### src/rtl/tri_bus_arbiter.sv
// Round-robin owner of the output enables of a shared tristate bus.
// Optional hold limit: define TRI_BUS_HOLD_LIMIT_EN.
module tri_bus_arbiter #(
    parameter int N        = 4,
    parameter int TURN_CYC = 2,
    parameter int MAX_HOLD = 8
) (
    input  logic                                 clk,
    input  logic                                 rst,
    input  logic [N-1:0]                         req,
    output logic [N-1:0]                         oe,
    output logic [((N > 1) ? $clog2(N) : 1)-1:0] gnt_id,
    output logic                                 busy,
    output logic                                 turn
);

    localparam int IW = (N > 1) ? $clog2(N) : 1;

    typedef enum logic [1:0] {
        IDLE,
        GRANT,
        TURN
    } state_t;

    state_t          state_q, state_d;
    logic [N-1:0]    oe_q, oe_d;
    logic [IW-1:0]   id_q, id_d;
    logic [IW-1:0]   ptr_q, ptr_d;
    logic            busy_q, busy_d;
    logic            turn_q, turn_d;
    logic [3:0]      cnt_q, cnt_d;
    logic            win_vld;
    logic [IW-1:0]   win_id;
    logic            force_rel;

    // Pick the first requester at or after the pointer, wrapping modulo N
    always_comb begin
        logic [IW:0] sum;
        win_vld = 1'b0;
        win_id  = '0;
        sum     = '0;
        for (int i = 0; i < N; i++) begin
            sum = {1'b0, ptr_q} + (IW+1)'(i);
            if (sum >= (IW+1)'(N)) begin
                sum = sum - (IW+1)'(N);
            end
            if (!win_vld && req[sum[IW-1:0]]) begin
                win_vld = 1'b1;
                win_id  = sum[IW-1:0];
            end
        end
    end

`ifdef TRI_BUS_HOLD_LIMIT_EN
    logic [7:0] hold_q, hold_d;
    logic [7:0] hold_inc;

    // Count completed grant cycles; release a hog once others are waiting
    always_comb begin
        hold_inc  = (hold_q == 8'(MAX_HOLD)) ? hold_q : hold_q + 8'd1;
        force_rel = (state_q == GRANT) && (hold_inc == 8'(MAX_HOLD)) &&
                    (|(req & ~oe_q));
        hold_d    = hold_q;
        if (state_d == GRANT && state_q != GRANT) begin
            hold_d = '0;
        end else if (state_q == GRANT) begin
            hold_d = hold_inc;
        end
    end

    // Hold counter register
    always_ff @(posedge clk or posedge rst) begin
        if (rst) begin
            hold_q <= '0;
        end else begin
            hold_q <= hold_d;
        end
    end
`else
    assign force_rel = 1'b0;
`endif

    // Next-state and registered-output logic
    always_comb begin
        state_d = state_q;
        oe_d    = oe_q;
        id_d    = id_q;
        ptr_d   = ptr_q;
        busy_d  = busy_q;
        turn_d  = turn_q;
        cnt_d   = cnt_q;
        unique case (state_q)
            IDLE: begin
                if (win_vld) begin
                    state_d      = GRANT;
                    oe_d         = '0;
                    oe_d[win_id] = 1'b1;
                    id_d         = win_id;
                    busy_d       = 1'b1;
                end
            end
            GRANT: begin
                if (!req[id_q] || force_rel) begin
                    state_d = TURN;
                    oe_d    = '0;
                    busy_d  = 1'b0;
                    turn_d  = 1'b1;
                    ptr_d   = (id_q == IW'(N-1)) ? '0 : id_q + 1'b1;
                    cnt_d   = 4'(TURN_CYC);
                end
            end
            TURN: begin
                if (cnt_q == 4'd1) begin
                    turn_d = 1'b0;
                    if (win_vld) begin
                        state_d      = GRANT;
                        oe_d         = '0;
                        oe_d[win_id] = 1'b1;
                        id_d         = win_id;
                        busy_d       = 1'b1;
                    end else begin
                        state_d = IDLE;
                    end
                end else begin
                    cnt_d = cnt_q - 4'd1;
                end
            end
            default: begin
                state_d = IDLE;
                oe_d    = '0;
                busy_d  = 1'b0;
                turn_d  = 1'b0;
            end
        endcase
    end

    // State and output registers; reset kills every enable immediately
    always_ff @(posedge clk or posedge rst) begin
        if (rst) begin
            state_q <= IDLE;
            oe_q    <= '0;
            id_q    <= '0;
            ptr_q   <= '0;
            busy_q  <= 1'b0;
            turn_q  <= 1'b0;
            cnt_q   <= '0;
        end else begin
            state_q <= state_d;
            oe_q    <= oe_d;
            id_q    <= id_d;
            ptr_q   <= ptr_d;
            busy_q  <= busy_d;
            turn_q  <= turn_d;
            cnt_q   <= cnt_d;
        end
    end

    assign oe     = oe_q;
    assign gnt_id = id_q;
    assign busy   = busy_q;
    assign turn   = turn_q;

endmodule
### config.mk
export PLATFORM = sky130hd
export DESIGN_NAME = tri_bus_arbiter
export DESIGN_NICKNAME = d
export VERILOG_FILES = /design/src/rtl/tri_bus_arbiter.sv
export SDC_FILE = /design/constraint.sdc
export NUM_CORES = 1
export LEC_CHECK = 0
export ABC_AREA = 1
export CORE_MARGIN = 2
export CORE_UTILIZATION = 40
export DETAILED_ROUTE_END_ITERATION = 16
export GPL_ROUTABILITY_DRIVEN = 0
export GPL_TIMING_DRIVEN = 0
export SLEW_MARGIN = 25
export SYNTH_ARGS = -nofsm -noshare
export SYNTH_HDL_FRONTEND = slang
export SYNTH_SLANG_ARGS = --single-unit
### constraint.sdc
create_clock -name clk -period 2.2 [get_ports clk]
set_clock_uncertainty 0.1 [all_clocks]
set_input_delay 0.66 -clock clk [delete_from_list [all_inputs] [get_ports clk]]
set_output_delay 0.66 -clock clk [all_outputs]
set_load 0.005 [all_outputs]
==> results of run 1 <==
[worst max-delay path by stage]
stage / cells past startpoint / from / end / slack (ns)
6_report: 1 / gnt_id[0]$_DFFE_PP0P_ / gnt_id[0] / 0.15
3_3_place_gp: 12 / req[2] / oe[0]$_DFFE_PP0P_ / -0.11
3_5_place_dp: 12 / req[3] / oe[2]$_DFFE_PP0P_ / -0.13
2_1_floorplan: 10 / req[2] / oe[0]$_DFFE_PP0P_ / 0.54
4_1_cts: 1 / gnt_id[0]$_DFFE_PP0P_ / gnt_id[0] / 0.13
5_1_grt: 12 / req[2] / oe[0]$_DFFE_PP0P_ / 0.06
[power groups by stage]
stage          logic (uW)  registers (uW)  clock network (uW)
3_3_place_gp         1430             521                   0
2_1_floorplan        1130             514                   0
6_report             1460             520                 155
3_5_place_dp         1460             528                   0
5_1_grt              1670             539                 167
4_1_cts              1470             523                 158
[kinds of logic (layout without fill, tap and decap cells)]
family	count (synthesis)	in the layout	synth area share [%]
and+or+nand+nor	98	98	44.85
DFF	16	16	35.79
adders and majority gates	3	3	3.356
AOI/OAI and AO/OA	12	12	5.481
buffers and inverters	27	43	10.51
[layer usage]
layer / GRT usage (%) / vias up / wire length, um
li1: - / 528 / -
met1: 19.60 / 469 / 1107
met2: 26.44 / 9 / 1111
met3: 1.382 / 5 / 41
met4: 7.309 / 0 / 40
met5: 0 / - / 0
[cell usage after synthesis, types with 2 or more instances]
library cell,number
a21oi_1,4
o21ai_1,3
o21ai_0,4
nand3_1,21
buf_6,2
nand4_1,4
dfrtp_1,16
nor3_1,2
nand2_2,9
nand2_4,3
nor2_1,6
inv_2,6
ha_1,3
nand3_2,2
inv_1,18
nand2_1,47
[final cells by class]
type	count	share of cell area (%)
buffer	3	2.101
clock buffer	3	1.719
inverter	24	6.877
multi-input combinational	113	45.85
sequential	16	30.56
tap	31	2.961
timing repair buffer	13	9.933
[through the flow]
step                      setup TNS [ns]  util (%)  std cells  setup WS (ns)  hold slack (ns)
after detailed placement         -0.7224     47.51        200        -0.1335           0.3671
after floorplan                        0         -        156         0.5378           0.3651
after global placement           -0.5483     47.51        200        -0.1076           0.3616
after global routing                   0     48.34        203        0.06015           0.4367
after CTS                              0     48.34        203         0.1326           0.3930
final                                  0     48.34        203         0.1474           0.3859
[state kept, by name, indices dropped and copies added, names as in the netlist]
| name | flops |
|---|---|
| cnt_q | 4 |
| oe | 4 |
| gnt_id | 2 |
| ptr_q | 2 |
| state_q | 2 |
| busy | 1 |
| turn | 1 |
[placed cells by master, fill, tap and decap left out, drive strengths merged]
| master | count |
|---|---|
| nand4 | 4 |
| clkbuf | 3 |
| ha | 3 |
| nor2 | 8 |
| nand3b | 1 |
| a31oi | 1 |
| a21oi | 4 |
| nand2 | 59 |
| inv | 24 |
| and2 | 1 |
| dfrtp | 16 |
| nand3 | 23 |
| nor3 | 2 |
| clkdlybuf4s50 | 13 |
| o21ai | 7 |
| buf | 3 |
==> flow_summary.json, run 1 <==
{
  "cp_max_fo": 7,
  "ioPinCount": 14,
  "finalPower_uw": 2131,
  "netlist_instances": 156,
  "synth_top_area_share_pct": 35.79,
  "core_mm2": 0.002710,
  "wl_per_cell_um": 11.33,
  "cts_buffer_depth": 2,
  "clkTransAtPathRegs_ns": 0.09,
  "crit_family": "buffers and inverters",
  "reg2reg_slack_ns": 0.49,
  "n_fill_cell": 285,
  "holdPathStages": 2,
  "rsz0062_at_grt": "no",
  "switching_share_pct": 50.97,
  "hpwlAfterDp_mm": 1.798,
  "r2r_cells": 10,
  "multi_input_area_um2": 600.6,
  "outcome": "completed",
  "firstDrtPassIters": 4,
  "layout-drive-gt1-share_pct": 16.86,
  "hold_start": "turn$_DFFE_PP0P_",
  "clockPowerShare_pct": 7.3,
  "io_buffers": 13,
  "netlist_area_mm2": 0.001119,
  "max-cap-violations": 0,
  "seqPwrFrac_pct": 24.4,
  "arrival_ns": 1.29,
  "maxSlewViolCount": 0,
  "track_usage_pct": 15.52,
  "vias_per_cell": 4.980,
  "postSynthAreaPerCell_um2": 7.170,
  "synth_nets": 165,
  "leakage_uw": 0.0007069,
  "ys_warn_count": 0,
  "hold_viol_final": 0,
  "p_int_uw": 1045,
  "path_class": "register to output pin",
  "drt_iter0_drc": 22,
  "p_per_area_mw_per_mm2": 1627,
  "timing.rr.start": "cnt_q[1]$_DFFE_PP0P_",
  "worst_pin_slew_ns": 0.6286,
  "path_buf_inv": 1,
  "drc": 0,
  "grt_pass1_vias": 971,
  "area_delta_synth_final_pct": 17.11,
  "dieArea_mm2": 0.003235,
  "fin_crit_ns": 2.053,
  "cts.htree.levels": 1,
  "fin_nets": 183,
  "critPathLaunchType": "register",
  "synth.distinct_cells": 22,
  "critPathCaptureType": "output pin",
  "synth_enable_flop_cells": 0,
  "max_freq_mhz": 487.2,
  "diodes": 0,
  "grt_pass1_wl_mm": 4.029,
  "ir_drop_mv": 0.9802,
  "die_h_um": 56.88,
  "cts_setup_buffers": 0,
  "drt_wl_total_mm": 2.300,
  "switching_power_uw": 1086,
  "cts_resized": 0,
  "fin_crit_sh_pct": 93.30,
  "final_cell_area_mm2": 0.001310,
  "initial_utilization_pct": 41.27,
  "post_dp_cell_area_mm2": 0.001287,
  "postRouteAntennaNets": 0,
  "hold_buffers": 0,
  "reg2reg_to": "ptr_q[1]$_DFFE_PP0P_",
  "ys.flop_type": "dfrtp_1",
  "required_ns": 1.44,
  "overflow": 0,
  "comb_power_share_pct": 68.3,
  "seq_area_frac_synth_pct": 35.79,
  "seq_area_um2": 400.4,
  "routed-via-count": 1011,
  "cpPeakStageDelay_ns": 0.54,
  "yosysTopAreaCell": "dfrtp_1",
  "clock-sinks": 16,
  "relSlewSlack_pct": 58.05,
  "ys_seq_elements": 16,
  "antenna_found_initial": 0,
  "postSynth.asyncResetShare_pct": 100.0,
  "synthTopCellsByArea": "dfrtp_1, nand2_1, nand3_1, inv_1, nand2_2",
  "holdPathEnd": "turn$_DFFE_PP0P_",
  "numCtsBuffers": 3,
  "rows": 19,
  "cts_tree": "yes",
  "grt_max_degree": 17,
  "setup_viol_count_final": 0,
  "worstPathCellList": "clkdlybuf4s50_1",
  "hold_class": "register to register",
  "clk_latency_ns": 0.29,
  "root_buffer": "clkbuf_4",
  "slowest_stage": "clkdlybuf4s50_1",
  "die_x_um": 56.88
}
No activity file was read; power rests on OpenSTA's default activity.
==> run 2, diff against run 1 <==
--- a/config.mk
+++ b/config.mk
@@ -11,6 +11,8 @@
 export DETAILED_ROUTE_END_ITERATION = 16
 export GPL_ROUTABILITY_DRIVEN = 0
 export GPL_TIMING_DRIVEN = 0
+export HOLD_SLACK_MARGIN = 0.12
+export SKIP_CTS_REPAIR_TIMING = 1
 export SLEW_MARGIN = 25
 export SYNTH_ARGS = -nofsm -noshare
 export SYNTH_HDL_FRONTEND = slang
==> results of run 2 <==
No change in the layout: final DEF, timing and power equal those of run 1.
==> run 3, diff against run 2 <==
==> constraint.sdc (replaced) <==
create_clock -name clk -period 1.92 [get_ports clk]
set_clock_uncertainty 0.1 [all_clocks]
set_input_delay 0.576 -clock clk [delete_from_list [all_inputs] [get_ports clk]]
set_output_delay 0.576 -clock clk [all_outputs]
set_load 0.005 [all_outputs]
==> run 3 against run 2 <==
Clock-buffer cell count unchanged. Sequential share of layout area fell by 0.73 points. Worst hold slack about the same. Largest power group unchanged. Highest routed layer unchanged.
==> flow_summary.json, run 3 (same netlist as run 1, synthesis figures left out) <==
{
  "outcome": "completed",
  "clockPowerShare_pct": 7.1,
  "path_class": "register to output pin",
  "fin_crit_sh_pct": 98.18,
  "cp.depth": 1,
  "max-cap-violations": 0,
  "path_buf_inv": 1,
  "root_buffer": "clkbuf_4",
  "setup_tns_ns": 0,
  "cts_tree": "yes",
  "comb_power_share_pct": 69.1,
  "die_x_um": 56.88,
  "p_per_area_mw_per_mm2": 1849,
  "clkTransAtPathRegs_ns": 0.09,
  "cts.htree.levels": 1,
  "holdPathStages": 2,
  "dieArea_mm2": 0.003235,
  "drc": 0,
  "hpwlAfterDp_mm": 1.798,
  "setup_viol_count_final": 0,
  "ioPinCount": 14,
  "switching_share_pct": 50.61,
  "hold_viol_final": 0,
  "seqPwrFrac_pct": 23.8,
  "arrival_ns": 1.21,
  "grt_pass1_vias": 971,
  "fin_crit_ns": 1.885,
  "area_delta_synth_final_pct": 20.36,
  "switching_power_uw": 1260,
  "hold_class": "register to register",
  "worst_pin_slew_ns": 0.6257,
  "die_h_um": 56.88,
  "mostFrequentLayoutCell": "nand2_1",
  "rows": 19,
  "firstDrtPassIters": 4,
  "vias_per_cell": 4.976,
  "leakage_uw": 0.0007697,
  "r2r_cells": 10,
  "overflow": 0,
  "drt_iter0_drc": 15,
  "fin_util_pct": 49.68,
  "dp.cells": 200,
  "drt_wl_total_mm": 2.352,
  "routed-via-count": 1025,
  "fin_nets": 186,
  "cts_buffer_depth": 2,
  "maxSlewViolCount": 0,
  "io_buffers": 13,
  "numCtsBuffers": 3,
  "ir_drop_mv": 1.116,
  "cp_max_fo": 5,
  "slowest_stage": "clkdlybuf4s50_1",
  "grt_pass1_wl_mm": 4.029,
  "max_freq_mhz": 530.5,
  "track_usage_pct": 15.52,
  "mostFrequentLayoutCells": "nand2_1, nand3_1, inv_1",
  "core_mm2": 0.002710,
  "fin_hold_ws_ns": 0.3858,
  "initial_utilization_pct": 41.27,
  "postRouteAntennaNets": 0,
  "antenna_found_initial": 0,
  "clock-sinks": 16,
  "required_ns": 1.24,
  "diodes": 0,
  "relSlewSlack_pct": 58.24,
  "grt_max_degree": 17,
  "wl_per_cell_um": 11.42,
  "fin_cells": 206,
  "critPathCaptureType": "output pin",
  "crit_family": "buffers and inverters",
  "worstPathCellList": "clkdlybuf4s50_1",
  "p_int_uw": 1230,
  "critPathLaunchType": "register",
  "clk_latency_ns": 0.29,
  "cpPeakStageDelay_ns": 0.51,
  "layout-drive-gt1-share_pct": 18.86
}
-- run 3: changes by cell type in the layout (fill, tap and decap cells not counted), sizes merged --
cell	previous run	this run
buf	3	6
clkdlybuf4s50	13	8
dlymetal6s2s	0	5
-- run 3: path summary, 6_finish.rpt --
kind,from,slack (ns),end
worst min-delay path,turn$_DFFE_PP0P_,0.39,turn$_DFFE_PP0P_
worst min register to register,turn$_DFFE_PP0P_,0.39,turn$_DFFE_PP0P_
worst max-delay path,gnt_id[0]$_DFFE_PP0P_,0.03,gnt_id[0]
min in group asynchronous,rst,0.56,oe[0]$_DFFE_PP0P_
max in group asynchronous,rst,0.72,gnt_id[0]$_DFFE_PP0P_
worst max register to register,cnt_q[1]$_DFFE_PP0P_,0.17,ptr_q[0]$_DFFE_PP0P_
-- run 3: area by class of cell --
type / instances / area (um2)
Tap cell: 31 / 38.79
Fill cell: 284 / 1364
Timing Repair Buffer: 16 / 165.2
Inverter: 24 / 90.09
Buffer: 3 / 27.53
Sequential cell: 16 / 401.6
Multi-Input combinational cell: 113 / 600.6
Clock buffer: 3 / 22.52
-- run 3: stage by stage --
stage | instance area [um2] | power, uW | setup slack [ns]
after floorplan | 1119 | 1883 | 0.3418
after global placement | 1287 | 2237 | -0.3036
after detailed placement | 1287 | 2280 | -0.3295
after CTS | 1310 | 2463 | -0.06337
after global routing | 1346 | 2770 | -0.01289
final | 1346 | 2490 | 0.03486
-- run 3: power by group through the flow --
| stage | Combinational, uW | Sequential (uW) | Clock [uW] |
|---|---|---|---|
| floorplan | 1290 | 588 | 0 |
| global placement | 1640 | 597 | 0 |
| detailed placement | 1680 | 605 | 0 |
| CTS | 1680 | 599 | 182 |
| global route | 1970 | 613 | 192 |
| finish | 1720 | 594 | 176 |
-- run 3: routing by layer --
layer / part of all wire, % / GRT usage (%)
met1: 48 / 19.60
met2: 49 / 26.44
met3: 1.7 / 1.382
met4: 1.5 / 7.309
met5: 0 / 0
